## src/rtl/pipe_mdu.sv

```systemverilog
// pipe_mdu -- multi-cycle multiply/divide unit with HI/LO registers for the
// execute stage of the 5-stage pipeline.
//
// Multiply (MULT/MULTU) produces the 2*WIDTH-bit product MUL_LAT edges after
// acceptance. Divide (DIV/DIVU) takes operand magnitudes on the first edge,
// then runs a restoring divider for WIDTH edges, one quotient bit per edge.
// hi/lo are written on the edge that enters FIN, so they already hold the
// result during the single done cycle.
//
// Optional feature: define MDU_EARLY_OUT_EN to finish a divide two edges
// after acceptance when |a| < |b| or a == 0 (quotient 0, remainder a).
//
// Ports:
//   clk        rising-edge clock
//   rst        asynchronous reset, active-low
//   start      issue request from the E stage, qualified by op
//   op         00 MULT, 01 MULTU, 10 DIV, 11 DIVU
//   a, b       rs / rt operands
//   flush      abort the in-flight operation (flushE)
//   hi_we      mthi write of wdata
//   lo_we      mtlo write of wdata
//   wdata      mthi/mtlo data
//   busy       operation in flight (MUL or DIV state)
//   stall_req  hold F/D/E stages
//   done       one-cycle completion pulse
//   div_zero   pulses with done when a divide had divisor 0
//   hi, lo     HI / LO registers
module pipe_mdu #(
    parameter int WIDTH   = 32,
    parameter int MUL_LAT = 3
) (
    input  logic             clk,
    input  logic             rst,
    input  logic             start,
    input  logic [1:0]       op,
    input  logic [WIDTH-1:0] a,
    input  logic [WIDTH-1:0] b,
    input  logic             flush,
    input  logic             hi_we,
    input  logic             lo_we,
    input  logic [WIDTH-1:0] wdata,
    output logic             busy,
    output logic             stall_req,
    output logic             done,
    output logic             div_zero,
    output logic [WIDTH-1:0] hi,
    output logic [WIDTH-1:0] lo
);

    localparam logic [1:0] ST_IDLE = 2'd0;
    localparam logic [1:0] ST_MUL  = 2'd1;
    localparam logic [1:0] ST_DIV  = 2'd2;
    localparam logic [1:0] ST_FIN  = 2'd3;

    localparam int              CNT_W        = $clog2(WIDTH + MUL_LAT + 1);
    localparam logic [CNT_W-1:0] MUL_CNT_INIT = CNT_W'(MUL_LAT - 1);
    localparam logic [CNT_W-1:0] DIV_CNT_INIT = CNT_W'(WIDTH - 1);
    localparam logic [CNT_W-1:0] CNT_ONE      = CNT_W'(1);

    // Control state
    logic [1:0]       state;
    logic [CNT_W-1:0] cnt;
    logic             divInit;   // first DIV edge: load magnitudes

    // Latched operation
    logic [WIDTH-1:0] opA;
    logic [WIDTH-1:0] opB;
    logic             opSigned;
    logic             opDiv;

    // Divider datapath
    logic [WIDTH-1:0] divisor;
    logic [WIDTH-1:0] rem;
    logic [WIDTH-1:0] quo;
    logic             negQ;
    logic             negR;
    logic             earlyHit;

    logic             accept;
    logic             finish;
    logic [WIDTH-1:0] resHi;
    logic [WIDTH-1:0] resLo;

    // ------------------------------------------------------------------
    // Combinational datapath
    // ------------------------------------------------------------------
    logic [WIDTH-1:0]   magA;
    logic [WIDTH-1:0]   magB;
    logic [2*WIDTH-1:0] extA;
    logic [2*WIDTH-1:0] extB;
    logic [2*WIDTH-1:0] mulProd;
    logic [WIDTH:0]     shifted;
    logic [WIDTH:0]     diff;
    logic [WIDTH-1:0]   stepRem;
    logic [WIDTH-1:0]   stepQuo;
    logic [WIDTH-1:0]   divQ;
    logic [WIDTH-1:0]   divR;
    logic               divByZero;

    assign accept = (state == ST_IDLE) && start && !flush;

    assign magA = (opSigned && opA[WIDTH-1]) ? -opA : opA;
    assign magB = (opSigned && opB[WIDTH-1]) ? -opB : opB;

    // Sign- or zero-extend to 2*WIDTH; the low 2*WIDTH bits of the product
    // are then correct for both signed and unsigned multiply.
    assign extA    = {{WIDTH{opSigned & opA[WIDTH-1]}}, opA};
    assign extB    = {{WIDTH{opSigned & opB[WIDTH-1]}}, opB};
    assign mulProd = extA * extB;

    // One restoring step: shift the next dividend bit into the partial
    // remainder and subtract the divisor if it fits.
    assign shifted = {rem, quo[WIDTH-1]};
    assign diff    = shifted - {1'b0, divisor};
    assign stepRem = diff[WIDTH] ? shifted[WIDTH-1:0] : diff[WIDTH-1:0];
    assign stepQuo = {quo[WIDTH-2:0], ~diff[WIDTH]};

    // MIN / -1 needs no special case: the magnitude quotient 2^(W-1) with a
    // positive sign wraps back to MIN.
    assign divQ      = negQ ? -stepQuo : stepQuo;
    assign divR      = negR ? -stepRem : stepRem;
    assign divByZero = (opB == '0);

    // NOTE: every signal written in always_comb gets a default first, so no
    // path through the case leaves it unassigned and no latch is inferred.
    always_comb begin
        finish = 1'b0;
        resHi  = mulProd[2*WIDTH-1:WIDTH];
        resLo  = mulProd[WIDTH-1:0];
        case (state)
            ST_MUL: finish = !flush && (cnt == '0);
            ST_DIV: begin
                finish = !flush && !divInit && (earlyHit || (cnt == '0));
                if (divByZero) begin
                    resHi = opA;
                    resLo = '1;
                end else if (earlyHit) begin
                    resHi = opA;
                    resLo = '0;
                end else begin
                    resHi = divR;
                    resLo = divQ;
                end
            end
            default: ;
        endcase
    end

    // ------------------------------------------------------------------
    // Control FSM
    // ------------------------------------------------------------------
    // NOTE: sequential state uses non-blocking assignments so every register
    // samples the values from before the edge, independent of block order.
    always_ff @(posedge clk or negedge rst) begin
        if (!rst) begin
            state   <= ST_IDLE;
            cnt     <= '0;
            divInit <= 1'b0;
        end else begin
            case (state)
                ST_IDLE: begin
                    if (accept) begin
                        state   <= op[1] ? ST_DIV : ST_MUL;
                        cnt     <= op[1] ? DIV_CNT_INIT : MUL_CNT_INIT;
                        divInit <= 1'b1;
                    end
                end
                ST_MUL: begin
                    if (flush)       state <= ST_IDLE;
                    else if (finish) state <= ST_FIN;
                    else             cnt   <= cnt - CNT_ONE;
                end
                ST_DIV: begin
                    if (flush)        state   <= ST_IDLE;
                    else if (divInit) divInit <= 1'b0;
                    else if (finish)  state   <= ST_FIN;
                    else              cnt     <= cnt - CNT_ONE;
                end
                default: state <= ST_IDLE;   // FIN lasts exactly one cycle
            endcase
        end
    end

    // ------------------------------------------------------------------
    // Operand and divider registers
    // ------------------------------------------------------------------
    // NOTE: datapath registers carry no reset; they are always loaded before
    // being read, and the control state above guards every use.
    always_ff @(posedge clk) begin
        if (accept) begin
            opA      <= a;
            opB      <= b;
            opSigned <= ~op[0];
            opDiv    <= op[1];
        end
        if (state == ST_DIV) begin
            if (divInit) begin
                divisor <= magB;
                rem     <= '0;
                quo     <= magA;
                negQ    <= opSigned & (opA[WIDTH-1] ^ opB[WIDTH-1]);
                negR    <= opSigned & opA[WIDTH-1];
            end else begin
                rem <= stepRem;
                quo <= stepQuo;
            end
        end
    end

`ifdef MDU_EARLY_OUT_EN
    logic earlyOut;

    // Decided on the magnitude edge; divide by zero never takes the shortcut.
    always_ff @(posedge clk) begin
        if (state == ST_DIV && divInit) begin
            earlyOut <= !divByZero && ((magA < magB) || (opA == '0));
        end
    end

    assign earlyHit = earlyOut;
`else
    assign earlyHit = 1'b0;
`endif

    // ------------------------------------------------------------------
    // HI / LO: a direct mthi/mtlo write beats the result for that register
    // ------------------------------------------------------------------
    always_ff @(posedge clk or negedge rst) begin
        if (!rst) begin
            hi <= '0;
            lo <= '0;
        end else begin
            if (hi_we)       hi <= wdata;
            else if (finish) hi <= resHi;
            if (lo_we)       lo <= wdata;
            else if (finish) lo <= resLo;
        end
    end

    // ------------------------------------------------------------------
    // Outputs
    // ------------------------------------------------------------------
    assign busy      = (state == ST_MUL) || (state == ST_DIV);
    assign done      = (state == ST_FIN);
    assign div_zero  = done && opDiv && divByZero;
    // Combinational so the issuing instruction is held in its issue cycle.
    assign stall_req = accept || busy;

endmodule

```

## config.mk

```make
export PLATFORM = sky130hd
export DESIGN_NAME = pipe_mdu
export DESIGN_NICKNAME = d
export VERILOG_FILES = /design/src/rtl/pipe_mdu.sv
export SDC_FILE = /design/constraint.sdc
export NUM_CORES = 2
export LEC_CHECK = 0
export ABC_CLOCK_PERIOD_IN_PS = 11600
export CAP_MARGIN = 20
export CORE_ASPECT_RATIO = 1.25
export CORE_MARGIN = 5
export CORE_UTILIZATION = 59
export DETAILED_ROUTE_END_ITERATION = 12
export PLACE_DENSITY = 0.81
export RECOVER_POWER = 100
export SKIP_LAST_GASP = 1
export SYNTH_ARGS = -nofsm -noshare
export SYNTH_HDL_FRONTEND = slang
export SYNTH_SLANG_ARGS = --single-unit
```

## constraint.sdc

```tcl
create_clock -name clk -period 11.6 [get_ports clk]
set_clock_uncertainty 0.2 [all_clocks]
set_input_delay 3.48 -clock clk [delete_from_list [all_inputs] [get_ports clk]]
set_output_delay 3.48 -clock clk [all_outputs]
set_load 0.005 [all_outputs]
```

======== After elaboration in Yosys (flattened, before gate mapping) ========
Cells that the tools add are included.
storage, ports and cells
  register bits ........................... 237
  input bits .............................. 104
  word-level logic and storage cells ...... 91
cells by class
  add/sub/neg operators ................... 6
  multipliers ............................. 1
  equal/unequal tests ..................... 8
  mux-type cells .......................... 32
  bitwise logic cells ..................... 6
  reduce and logical (&&, ||, !) cells .... 24
operators by type and width
  kind                   number
  $mux W32               14
  $neg A32 Y32           4
  $mul A33 B33 Y64       1
  $sub A33 B32 Y33       1
  $logic_not A32 Y1      1
  $mux W6                5
  $pmux W6 S3            1
  $mux W2                6
  $logic_and A1 B1 Y1    9
  $ne A2 B2 Y1 const B   4
  $logic_not A6 Y1       1
  $pmux W2 S3            1
  $reduce_bool A2 Y1     3
  $sub A6 B1 Y6 const B  1
  $mux W5                1
  $reduce_and A5 Y1      1
  $eq A2 B2 Y1 const B   2
  $pmux W1 S2            2
  $reduce_and A2 Y1      2
  $and A1 B1 Y1          3
  $ne A3 B3 Y1 const B   1
  $reduce_and A3 Y1      1
  $reduce_bool A3 Y1     1
  $eq A2 B1 Y1 const B   1
  other kinds (6)        10

======== Logic depth before layout (Yosys ltp) ========
  depth after elaboration ................. 8
  depth in mapped cells ................... 34
  gate-level depth less buffers ........... 31

======== Least setup slack after synthesis ========
No wires, ideal clock.
  kind .................................... input to output
  from .................................... input flush
  to ...................................... output stall_req
  data arrival time ....................... 6.853 ns
  required time ........................... 7.920 ns
  setup slack ............................. 1.067 ns
  cell stages on the path ................. 3
  path buffers ............................ 0
  cell sequence ........................... nand2b_1 -> nor2_1 -> or2_2
on the way
  word-level cells in the longest chain between the ends .. 3
ends and longest elaborated chain
  element              line  source
  start: declaration   38    input logic flush,
  $logic_not A1 Y1     100   assign accept = (state == ST_IDLE) && start && !flush;
  $logic_and A1 B1 Y1  100
  net accept           79    logic accept;
  $logic_or A1 B1 Y1   247   assign stall_req = accept || busy;
  end: declaration     43    output logic stall_req,
The timed path passes the listed nets, and every way through them passes these cells.

======== Worst setup path after layout ========
  from .................................... register opSigned
  to ...................................... register hi[16]
on the way
  word-level cells in the longest chain between the ends .. 5
  elaborated cells between the ends (all ways) .. 6
  classes of those cells .................. mul: 1; mux: 3; bitwise: 2
ends and longest elaborated chain
  element                                  line      source
  start: declaration                       68        logic opSigned;
  start signal: assignment                 193       opSigned <= ~op[0];
  $and A1 B1 Y1, on equally long branches  107, 108
  $mul A33 B33 Y64 (*)                     109       assign mulProd = extA * extB;
  $mux W32 (*)                             130       case (state)
  $mux W32 (*)                             234       else if (finish) hi <= resHi;
  $mux W32 (*)                             233       if (hi_we) hi <= wdata;
  end signal: assignment                   233
  end signal: assignment                   234
  end: declaration                         46        output logic [WIDTH-1:0] hi,
Mark *: on every way between the ends. The rest lies on a longest branch, timed or not. The select of a mux whose other input is x is not followed.
A chain may end at the register's enable or synchronous reset.

==> results.json <==
{
  "status": "finished, violations left",
  "violations": "capacitance limit, slew limit",
  "portBuffers": 171,
  "slew_viol_final": 463,
  "rows": 123,
  "slew_headroom": -2.13,
  "finalWeightedCongestion": 0.998,
  "synth_area_mm2": 0.0532,
  "tns_ns": 0,
  "htreeDepth": 1,
  "synth_top_cell_by_area": "fa_1",
  "avgSynthCellArea_um2": 9.11,
  "clock_path_buffers": 3,
  "min_from": "cnt[0]",
  "die_y_um": 346,
  "clk_pin_slew_ns": 0.06,
  "die-area_mm2": 0.0963,
  "crit_arrival_ns": 11.28,
  "ff2ff_setup_slack_ns": 0.59,
  "r2r-start": "opSigned",
  "ys_ff_latch": 237,
  "synth_edf_count": 164,
  "preCtsSetupSlack_ns": 1.15,
  "start_kind": "register",
  "grt_overflow_total": 0,
  "cts.repair.resized": 0,
  "holdPathStages": 1,
  "end_kind": "register",
  "seq_area_frac_synth": 0.127,
  "area_growth_pct": 6.72,
  "wl_per_cell_um": 24.4,
  "cts_setup_buffers": 0,
  "setup_ws_ns": 0.585,
  "worstSetupPathType": "reg2reg",
  "drtAntennaViolNets": 0,
  "grt_busiest_layer": "met2",
  "via_per_inst": 6.14,
  "yosysTopAreaCellShare": 0.424,
  "drc_errors": 0,
  "start_util": 0.593,
  "routed_wl_mm": 171,
  "setup_viol": 0,
  "fin_nets": 7275,
  "grt_usage": 0.357,
  "ys.flop_type": "edfxtp_1",
  "ys_types": 87,
  "cts.sinks": 237,
  "grt_pass1_vias": 46100,
  "cp_max_fo": 32,
  "fmax_mhz": 90.8,
  "cts_root_buffer": "clkbuf_16",
  "ios": 172,
  "grt_use_met1": 0.418,
  "ff2ff_path_depth": 26,
  "cts_buffers": 29,
  "drv_cap": 9,
  "drt-initial-drc-count": 4215,
  "synth_nets": 7322,
  "regToRegEndpoint": "hi[16]",
  "layout-drive-gt1-share": 0.0322,
  "antenna_found_initial": 6,
  "hp-class": "reg2reg",
  "ys_async_sr_fraction": 0.308,
  "grtUsageMet3": 0.0946,
  "dp_hpwl_mm": 134,
  "yosysWarningCount": 0,
  "hold_viol": 0,
  "die-width_um": 279,
  "hold-path-endpoint": "cnt[0]",
  "met2_usage": 0.578,
  "coreArea_mm2": 0.0897,
  "vias": 43000,
  "cts_hold_buf": 0,
  "rsz0062_at_grt": "no",
  "fin_crit_sh": 0.950,
  "cts_tree": "built",
  "clkLatencyLatePin_ns": 0.63,
  "synthCells": 5838,
  "grt_max_degree": 74,
  "synth.area.top_cells": "fa_1 42%, edfxtp_1 9.3%, inv_1 8.5%",
  "grt_pass1_wl_mm": 266,
  "worst_pin_slew_ns": 4.70,
  "finalCriticalPeriod_ns": 11.01,
  "first_pass_iters": 7,
  "cp.required_ns": 11.87
}
-- final cells by class --
cell class / count / area, µm²
clock inverters: 15 / 128
fillers: 7185 / 33000
flip-flops and latches: 237 / 6750
repair buffers: 288 / 2540
diodes: 4 / 10.0
multi-input cells: 4035 / 40500
clock buffers: 39 / 837
inverters: 1200 / 4500
well taps: 1187 / 1490
-- cell usage in the layout, fill, tap and decap left out, drive strengths merged, types with 20 or more instances in the layout --
cell | synthesis | layout
a31oi | 33 | 33
ha | 254 | 254
nor2 | 221 | 221
o31ai | 28 | 28
o41ai | 20 | 20
o211ai | 21 | 21
xnor2 | 133 | 133
dfrtp | 73 | 73
o21ai | 148 | 148
inv | 1199 | 1202
a221oi | 20 | 20
clkdlybuf4s50 | 0 | 34
buf | 73 | 105
fa | 1126 | 1126
clkbuf | 293 | 54
mux2i | 27 | 27
o21a | 20 | 20
a21o | 52 | 52
a211oi | 24 | 24
and3 | 25 | 25
nand3 | 30 | 30
dlygate4sd3 | 0 | 134
nand2 | 855 | 855
a21oi | 210 | 210
and2 | 354 | 354
or3 | 23 | 23
xor2 | 74 | 74
nor3 | 44 | 44
nand2b | 28 | 28
edfxtp | 164 | 164
-- per-layer routing --
metal / up-vias / wire, µm
li1: 17800 / -
met1: 21500 / 56600
met2: 2820 / 79200
met3: 840 / 19700
met4: 2 / 15600
met5: - / 13
-- Yosys cell counts (8+ instances only) --
master,n
edfxtp_1,164
o41ai_1,20
fa_1,1126
or3_1,22
buf_1,56
o21bai_1,12
a211oi_1,24
a311oi_1,9
nand2b_1,28
xnor2_1,133
a221o_1,10
a41oi_1,8
a21oi_1,210
a21o_1,52
nand3b_1,8
clkbuf_1,293
o221ai_1,9
and3_1,25
nor2_1,220
nor3b_1,16
buf_2,14
and2_1,354
a221oi_1,20
a31oi_1,33
o22ai_1,8
ha_1,254
nor3_1,43
o311ai_0,9
xor2_1,74
nor4_1,18
o21ai_0,145
dfrtp_1,73
nor2b_1,17
or2_2,14
nand4_1,16
o211ai_1,21
inv_1,1198
nand2_1,854
nand3_1,29
o21a_1,20
mux2i_1,27
or4_1,14
o31ai_1,28
-- state kept, by name, indices dropped and copies added, names as in the netlist, 2 cells and up --
name     count
state        2
divisor     32
opA         32
lo          32
hi          32
quo         32
cnt          6
opB         32
rem         32
-- cell families after synthesis --
group,after synthesis,synth area share
simple gates,1697,0.150
mux,33,0.00635
flops,237,0.127
xor+xnor,207,0.0341
fa+ha+maj,1380,0.484
buf+inv,1566,0.111
compound gates,718,0.0880
-- how the worst max path moves through the flow --
stage | start | to | slack, ns | cells past startpoint
finish | opSigned | hi[16] | 0.59 | 26
global route | opA[31] | hi[16] | 0.35 | 27
CTS | opA[31] | hi[16] | 1.05 | 27
detailed placement | opA[31] | hi[16] | 1.15 | 27
global placement | opA[31] | hi[16] | 1.41 | 27
floorplan | flush | stall_req | 1.07 | 3
-- worst max-delay path: stages, from the launching register on --
cell	delay, ns
edfxtp_1	0.35
clkbuf_1	1.08
and2_0	0.25
buf_4	0.43
inv_1	0.58
nor2_1	0.31
fa_1	0.47
fa_1	0.47
fa_1	0.52
fa_1	0.43
fa_1	0.52
fa_1	0.43
fa_1	0.49
inv_1	0.05
fa_1	0.48
inv_1	0.04
ha_1	0.40
nand4_1	0.31
nor4_1	0.46
o2111ai_1	0.16
o21ai_0	0.80
a41oi_1	0.28
a31o_2	0.31
a21oi_1	0.29
xnor2_1	0.17
o21ai_0	0.09
a221o_1	0.41
-- stage by stage --
| stage | area, µm² | utilization | cells | hold WS (ns) |
|---|---|---|---|---|
| after global placement | 55900 | 0.623 | 6945 | 0.287 |
| after global routing | 56800 | 0.633 | 7001 | 0.340 |
| final | 56800 | 0.633 | 7005 | 0.300 |
| after CTS | 56800 | 0.633 | 6999 | 0.301 |
| after detailed placement | 55900 | 0.623 | 6945 | 0.292 |
| after floorplan | 53200 | - | 5838 | 0.267 |
Power is left out: the tool's default activity adds up to more than one toggle a clock period on the data nets, which glitch-free logic cannot reach.
